===== config.mk =====
export PLATFORM = sky130hd
export DESIGN_NAME = gtp_tx_arb
export DESIGN_NICKNAME = d
export VERILOG_FILES = /design/src/rtl/gtp_tx_arb.sv
export SDC_FILE = /design/constraint.sdc
export NUM_CORES = 1
export LEC_CHECK = 0
export ABC_AREA = 1
export CAP_MARGIN = 20
export CORE_ASPECT_RATIO = 0.7
export CORE_UTILIZATION = 30
export CTS_CLUSTER_SIZE = 12
export DETAILED_ROUTE_END_ITERATION = 8
export PLACE_DENSITY = 0.66
export SYNTH_ARGS = -nofsm -noshare
export SYNTH_HDL_FRONTEND = slang
export SYNTH_SLANG_ARGS = --single-unit

===== constraint.sdc =====
create_clock -name log_clk -period 1.7 [get_ports log_clk]
set_input_delay 0.17 -clock log_clk [delete_from_list [all_inputs] [get_ports log_clk]]
set_output_delay 0.17 -clock log_clk [all_outputs]
set_load 0.05 [all_outputs]

===== src/rtl/gtp_tx_arb.sv =====
// Round-robin scheduler sharing one GTP TX packetizer between NUM_SRC packet
// sources and a trigger source; completion is taken from the TX AXI-Stream handshake.
module gtp_tx_arb #(
  parameter  int unsigned NUM_SRC     = 4,
  parameter  int unsigned TIMEOUT_CYC = 1024,
  localparam int unsigned SELW        = (NUM_SRC > 1) ? $clog2(NUM_SRC) : 1
) (
  input  logic                   log_clk,
  input  logic                   log_rst_q,
  input  logic [NUM_SRC-1:0]     src_req,
  input  logic [32*NUM_SRC-1:0]  src_gtxid,
  input  logic [32*NUM_SRC-1:0]  src_head,
  output logic [NUM_SRC-1:0]     src_gnt,
  output logic [NUM_SRC-1:0]     src_done,
  input  logic                   trig_req,
  output logic                   trig_done,
  output logic                   tx_packet_req,
  output logic                   tx_packet_trigger,
  output logic [31:0]            tx_packet_gtxid,
  output logic [31:0]            tx_packet_head,
  input  logic                   tx_tvalid,
  input  logic                   tx_tready,
  input  logic                   tx_tlast,
  input  logic                   tx_link_up,
  output logic [SELW-1:0]        src_sel,
  output logic                   busy,
  output logic                   timeout_err
);

  localparam int unsigned WDW = (TIMEOUT_CYC > 1) ? $clog2(TIMEOUT_CYC) : 1;
  localparam logic [WDW-1:0] WD_LAST = WDW'(TIMEOUT_CYC - 1);

  typedef enum logic [2:0] {
    S_IDLE,
    S_START,
    S_BUSY,
    S_DONE,
    S_GAP
  } state_t;

  state_t               state_q, state_d;
  logic                 trig_pend_q, trig_pend_d;
  logic                 is_trig_q, is_trig_d;
  logic [SELW-1:0]      rr_ptr_q, rr_ptr_d;
  logic [WDW-1:0]       wd_q, wd_d;
  logic [NUM_SRC-1:0]   gnt_q, gnt_d;
  logic [NUM_SRC-1:0]   done_q, done_d;
  logic                 trig_done_q, trig_done_d;
  logic                 req_q, req_d;
  logic                 trig_q, trig_d;
  logic [31:0]          gtxid_q, gtxid_d;
  logic [31:0]          head_q, head_d;
  logic [SELW-1:0]      sel_q, sel_d;
  logic                 tmo_q, tmo_d;

  logic                 beat, pkt_end;
  logic [2*NUM_SRC-1:0] req2;
  logic [NUM_SRC-1:0]   req_rot;
  logic                 win_vld;
  logic [SELW-1:0]      win_idx;
  logic [NUM_SRC-1:0]   win_oh;
  logic [31:0]          win_gtxid, win_head;
  logic [NUM_SRC-1:0]   sel_oh;
  int unsigned          pos;

  assign beat    = tx_tvalid & tx_tready;
  assign pkt_end = beat & tx_tlast;

  // Rotate the request vector so bit 0 is the source just after rr_ptr;
  // the first set bit is then the round-robin winner.
  always_comb begin
    req2    = {src_req, src_req};
    req_rot = NUM_SRC'(req2 >> (32'(rr_ptr_q) + 32'd1));
    win_vld = 1'b0;
    win_idx = '0;
    pos     = 0;
    for (int unsigned j = 0; j < NUM_SRC; j++) begin
      if (!win_vld && req_rot[j]) begin
        win_vld = 1'b1;
        pos     = 32'(rr_ptr_q) + 32'd1 + j;
        if (pos >= NUM_SRC) pos = pos - NUM_SRC;
        win_idx = SELW'(pos);
      end
    end
  end

  always_comb begin
    win_oh    = '0;
    sel_oh    = '0;
    win_gtxid = '0;
    win_head  = '0;
    for (int unsigned i = 0; i < NUM_SRC; i++) begin
      win_oh[i] = (win_idx == SELW'(i));
      sel_oh[i] = (sel_q == SELW'(i));
      if (win_oh[i]) begin
        win_gtxid = src_gtxid[32*i +: 32];
        win_head  = src_head[32*i +: 32];
      end
    end
  end

  always_comb begin
    state_d     = state_q;
    trig_pend_d = trig_pend_q;
    is_trig_d   = is_trig_q;
    rr_ptr_d    = rr_ptr_q;
    wd_d        = wd_q;
    gnt_d       = gnt_q;
    done_d      = '0;
    trig_done_d = 1'b0;
    req_d       = req_q;
    trig_d      = trig_q;
    gtxid_d     = gtxid_q;
    head_d      = head_q;
    sel_d       = sel_q;
    tmo_d       = 1'b0;

    case (state_q)
      S_IDLE: begin
        if (tx_link_up && tx_tready && (trig_pend_q || win_vld)) begin
          state_d = S_START;
          wd_d    = '0;
          if (trig_pend_q) begin
            trig_d      = 1'b1;
            is_trig_d   = 1'b1;
            trig_pend_d = 1'b0;
            gnt_d       = '0;
            gtxid_d     = '0;
            head_d      = '0;
          end else begin
            req_d     = 1'b1;
            is_trig_d = 1'b0;
            gnt_d     = win_oh;
            sel_d     = win_idx;
            rr_ptr_d  = win_idx;
            gtxid_d   = win_gtxid;
            head_d    = win_head;
          end
        end
      end
      S_START, S_BUSY: begin
        if (beat) begin
          req_d  = 1'b0;
          trig_d = 1'b0;
          wd_d   = '0;
          if (pkt_end) begin
            state_d = S_DONE;
            if (is_trig_q) trig_done_d = 1'b1;
            else           done_d      = sel_oh;
          end else begin
            state_d = S_BUSY;
          end
        end else if (wd_q == WD_LAST) begin
          tmo_d   = 1'b1;
          req_d   = 1'b0;
          trig_d  = 1'b0;
          gnt_d   = '0;
          gtxid_d = '0;
          head_d  = '0;
          state_d = S_GAP;
        end else begin
          wd_d = wd_q + 1'b1;
        end
      end
      S_DONE: begin
        gnt_d   = '0;
        gtxid_d = '0;
        head_d  = '0;
        state_d = S_GAP;
      end
      S_GAP: begin
        state_d = S_IDLE;
      end
      default: begin
        state_d = S_IDLE;
      end
    endcase

    // A trigger arriving on the grant cycle stays pending for the next frame.
    if (trig_req) trig_pend_d = 1'b1;
  end

  always_ff @(posedge log_clk) begin
    if (log_rst_q) begin
      state_q     <= S_IDLE;
      trig_pend_q <= 1'b0;
      is_trig_q   <= 1'b0;
      rr_ptr_q    <= SELW'(NUM_SRC - 1);
      wd_q        <= '0;
      gnt_q       <= '0;
      done_q      <= '0;
      trig_done_q <= 1'b0;
      req_q       <= 1'b0;
      trig_q      <= 1'b0;
      gtxid_q     <= '0;
      head_q      <= '0;
      sel_q       <= '0;
      tmo_q       <= 1'b0;
    end else begin
      state_q     <= state_d;
      trig_pend_q <= trig_pend_d;
      is_trig_q   <= is_trig_d;
      rr_ptr_q    <= rr_ptr_d;
      wd_q        <= wd_d;
      gnt_q       <= gnt_d;
      done_q      <= done_d;
      trig_done_q <= trig_done_d;
      req_q       <= req_d;
      trig_q      <= trig_d;
      gtxid_q     <= gtxid_d;
      head_q      <= head_d;
      sel_q       <= sel_d;
      tmo_q       <= tmo_d;
    end
  end

  assign src_gnt           = gnt_q;
  assign src_done          = done_q;
  assign trig_done         = trig_done_q;
  assign tx_packet_req     = req_q;
  assign tx_packet_trigger = trig_q;
  assign tx_packet_gtxid   = gtxid_q;
  assign tx_packet_head    = head_q;
  assign src_sel           = sel_q;
  assign busy              = (state_q != S_IDLE);
  assign timeout_err       = tmo_q;

endmodule


==> out/summary.txt <==
outcome -> finished with violations
violated checks -> setup timing
VDD IR max -> 682 uV
Core Region -> 21700 um2
largest net degree at the start of global routing -> 58
Die W -> 180 um
Slew @ Worst Pin -> 545 ps
Reg clk slew, reported paths -> 70 ps
CTS Buf Count -> 9
Setup TNS -> -25830 ps
die extent in y -> 127 um
synthesized instance count -> 1084
Max Cap Viol -> 0
Fin Clk Skew -> 12.2 ps
post-synth cell types -> 38
clk_lat worst skew -> 350 ps
clk sinks -> 95
# setup viols final -> 87
CTS max path bufs -> 2
Primary FF master, synth -> dfxtp_1
GRT Util Overall -> 25.3%
Max Slew Vio Count -> 0
number of global-route vias before repair -> 8109
synth warn -> 0
power per cell area -> 1360 nW/um2
cell with the most instances after synthesis -> nand2_1
CTS HTree Levels -> 3
CTS tree -> yes
post-layout util -> 59.2%
minimum period implied by the final worst setup slack -> 2090 ps
tightest hold margin -> 197 ps
crit path buf inv count -> 3
CP required -> 1920 ps
count of non-filler cells in the finished layout -> 1793
Hold Vio Cnt, Final -> 0
CTS root buf -> clkbuf_16
total gr overflow -> 0
Detail Placement HPWL -> 20600 um
fin crit share -> 123%
Fmax achieved -> 479 MHz
Final Routed Wirelength -> 32200 um
Hold Buf Count CTS -> 0
FF+latch count, synth -> 95
sequential share of the synthesized area -> 28.6%
Final WS setup -> -386 ps
cell area after synthesis -> 6660 um2
critical path, cell by cell -> buf_6 -> nand2_4 -> nand3_4 -> nand2_4 -> nand3_4 -> nand2_4 -> nand2_8 -> nand2_8 -> clkbuf_16 -> clkbuf_16 -> o21ai_0 -> nand2_1 -> nand2_1 -> a21oi_1
Post-synth EDFFs -> 0
CP dominant cell by count -> nand2_4
endpoint type of the worst setup path -> flip-flop
first-pass GRT wire length -> 44900 um
Critical Path AT -> 2300 ps
CP max FO -> 7
detailed-route wire length per cell -> 18.0 um
top cell type's share of synthesized area -> 28.6%
via count -> 8989
RSZ-0062 raised after global routing -> yes
Async SR Flop Fraction -> 0%
post-synth net total -> 1352
die area -> 22800 um2
Critical Path Slowest Stage Cell -> dfxtp_4
Initial DRT Pass Iterations -> 5
Commonest cells post-synth -> nand2_1, nand3_1, inv_1, dfxtp_1, a21oi_1
I/O pin count -> 346
Area Growth Syn to Fin -> 93.2%
syn_area_per_cell -> 6.14 um2
vias per cell -> 5.01
cell accounting for the most synthesized area -> dfxtp_1
DRT antenna net count -> 0
dpl cells -> 1724
DR DRC count -> 0
initial core utilization -> 30.6%
Static Leak -> 6.10 nW
# nets final -> 1772
Slew HR -> 63.6%
number of port buffers -> 345
CP delay by family, top -> simple AND/OR/NAND/NOR gates
# rows -> 45
CP Class -> flip-flop to flip-flop
routability cong. -> 0.899
Starting DRT DRC Count -> 531
CP max stage delay -> 400 ps
Area contributors post-synth -> dfxtp_1, nand2_1, nand3_1, inv_1, a21oi_1
Hold Crit Class -> primary input to flip-flop
startpoint types -> flip-flop
layout cells sized above 1 -> 23.7%
initial antenna violation count -> 2
-- final timing paths --
kind                          to  slack, ps                from  cells past startpoint
max           tx_packet_head[26]       -390         rr_ptr_q[0]                     14
max reg2reg   tx_packet_head[26]       -390         rr_ptr_q[0]                     14
min reg2reg   tx_packet_gtxid[9]        460  tx_packet_gtxid[9]                      2
min          tx_packet_gtxid[16]        200           log_rst_q                      2
-- cell usage in the layout (no fill, tap or decap), types with 11 or more instances in the layout --
master | Yosys | layout
dlymetal6s2s_1 | 0 | 24
nand3_2 | 4 | 35
nor2_1 | 22 | 19
nand2_4 | 2 | 20
o21ai_0 | 52 | 25
dfxtp_1 | 95 | 92
nand2_1 | 332 | 287
a21oi_2 | 0 | 18
buf_4 | 9 | 99
a21oi_1 | 85 | 67
buf_6 | 15 | 29
clkbuf_16 | 0 | 23
nand4_1 | 11 | 11
buf_12 | 0 | 22
clkdlybuf4s50_1 | 0 | 271
nand2_2 | 8 | 33
inv_1 | 128 | 126
nand3b_1 | 54 | 54
nand3_1 | 149 | 110
o21ai_1 | 17 | 35
-- metrics by stage --
| stage | area (um2) | worst slack (ps) | total power (W) |
|---|---|---|---|
| floorplan | 6690 | -16.7 | 0.00813 |
| global placement | 10800 | -483 | 0.0114 |
| detailed placement | 10800 | -529 | 0.0115 |
| CTS | 11700 | -303 | 0.0154 |
| global route | 12900 | -487 | 0.0184 |
| finish | 12900 | -386 | 0.0174 |
-- where the power goes --
group          switching, W  internal (W)  total (W)
Sequential         0.000202       0.00252    0.00272
Clock              0.000962       0.00134    0.00230
Combinational       0.00677       0.00564     0.0124
Total               0.00793       0.00950     0.0174
-- worst register-to-register path, cell delays in order, from the launching register on --
cell       delay, ps
dfxtp_4          400
buf_6            150
nand2_4           80
nand3_4          130
nand2_4          100
nand3_4          110
nand2_4           70
nand2_8          100
nand2_8           90
clkbuf_16        180
clkbuf_16        160
o21ai_0          160
nand2_1          100
nand2_1           60
a21oi_1           50
-- cell families (layout without fill, tap and decap cells) --
group,count (synthesis),after routing,synth area share [%]
buffers and inverters,209,632,14.6
AND/OR/NAND/NOR,611,613,43.3
other,0,2,0
adder cells (fa/ha/maj),1,1,0.188
flip-flops,95,95,28.6
AO/OA/AOI/OAI,166,166,13.0
XOR/XNOR,2,2,0.376
-- state kept, by name, indices dropped and copies added (netlist names) --
name	count
src_sel	2
src_gnt	4
timeout_err	1
trig_pend_q	1
rr_ptr_q	2
state_q	3
tx_packet_gtxid	32
tx_packet_head	32
wd_q	10
src_done	4
tx_packet_trigger	1
trig_done	1
is_trig_q	1
tx_packet_req	1
-- area by class of cell --
class | count | area [um2]
Fill cell | 1913 | 8870
Timing Repair Buffer | 480 | 5280
Multi-Input combinational cell | 782 | 4470
Sequential cell | 95 | 1910
Inverter | 136 | 520
Tap cell | 282 | 353
Clock buffer | 10 | 239
Clock inverter | 6 | 91.3
Antenna cell | 2 | 5.00
-- what timing repair did --
action | CTS | global route
gates resized for setup | 68 | 201
setup endpoints to repair | 95 | 112
gates cloned | 10 | 18
buffers inserted | 18 | 8
pin swaps | 20 | 39
-- routing by layer --
metal | global-route usage, % | vias up | wire length [um]
met1 | 33.1 | 4195 | 14000
met3 | 5.83 | 57 | 2380
met4 | 7.99 | 0 | 806
met2 | 41.4 | 386 | 15100
met5 | 0 | - | 0
li1 | - | 4351 | -
No activity file was read; power rests on OpenSTA's default activity.
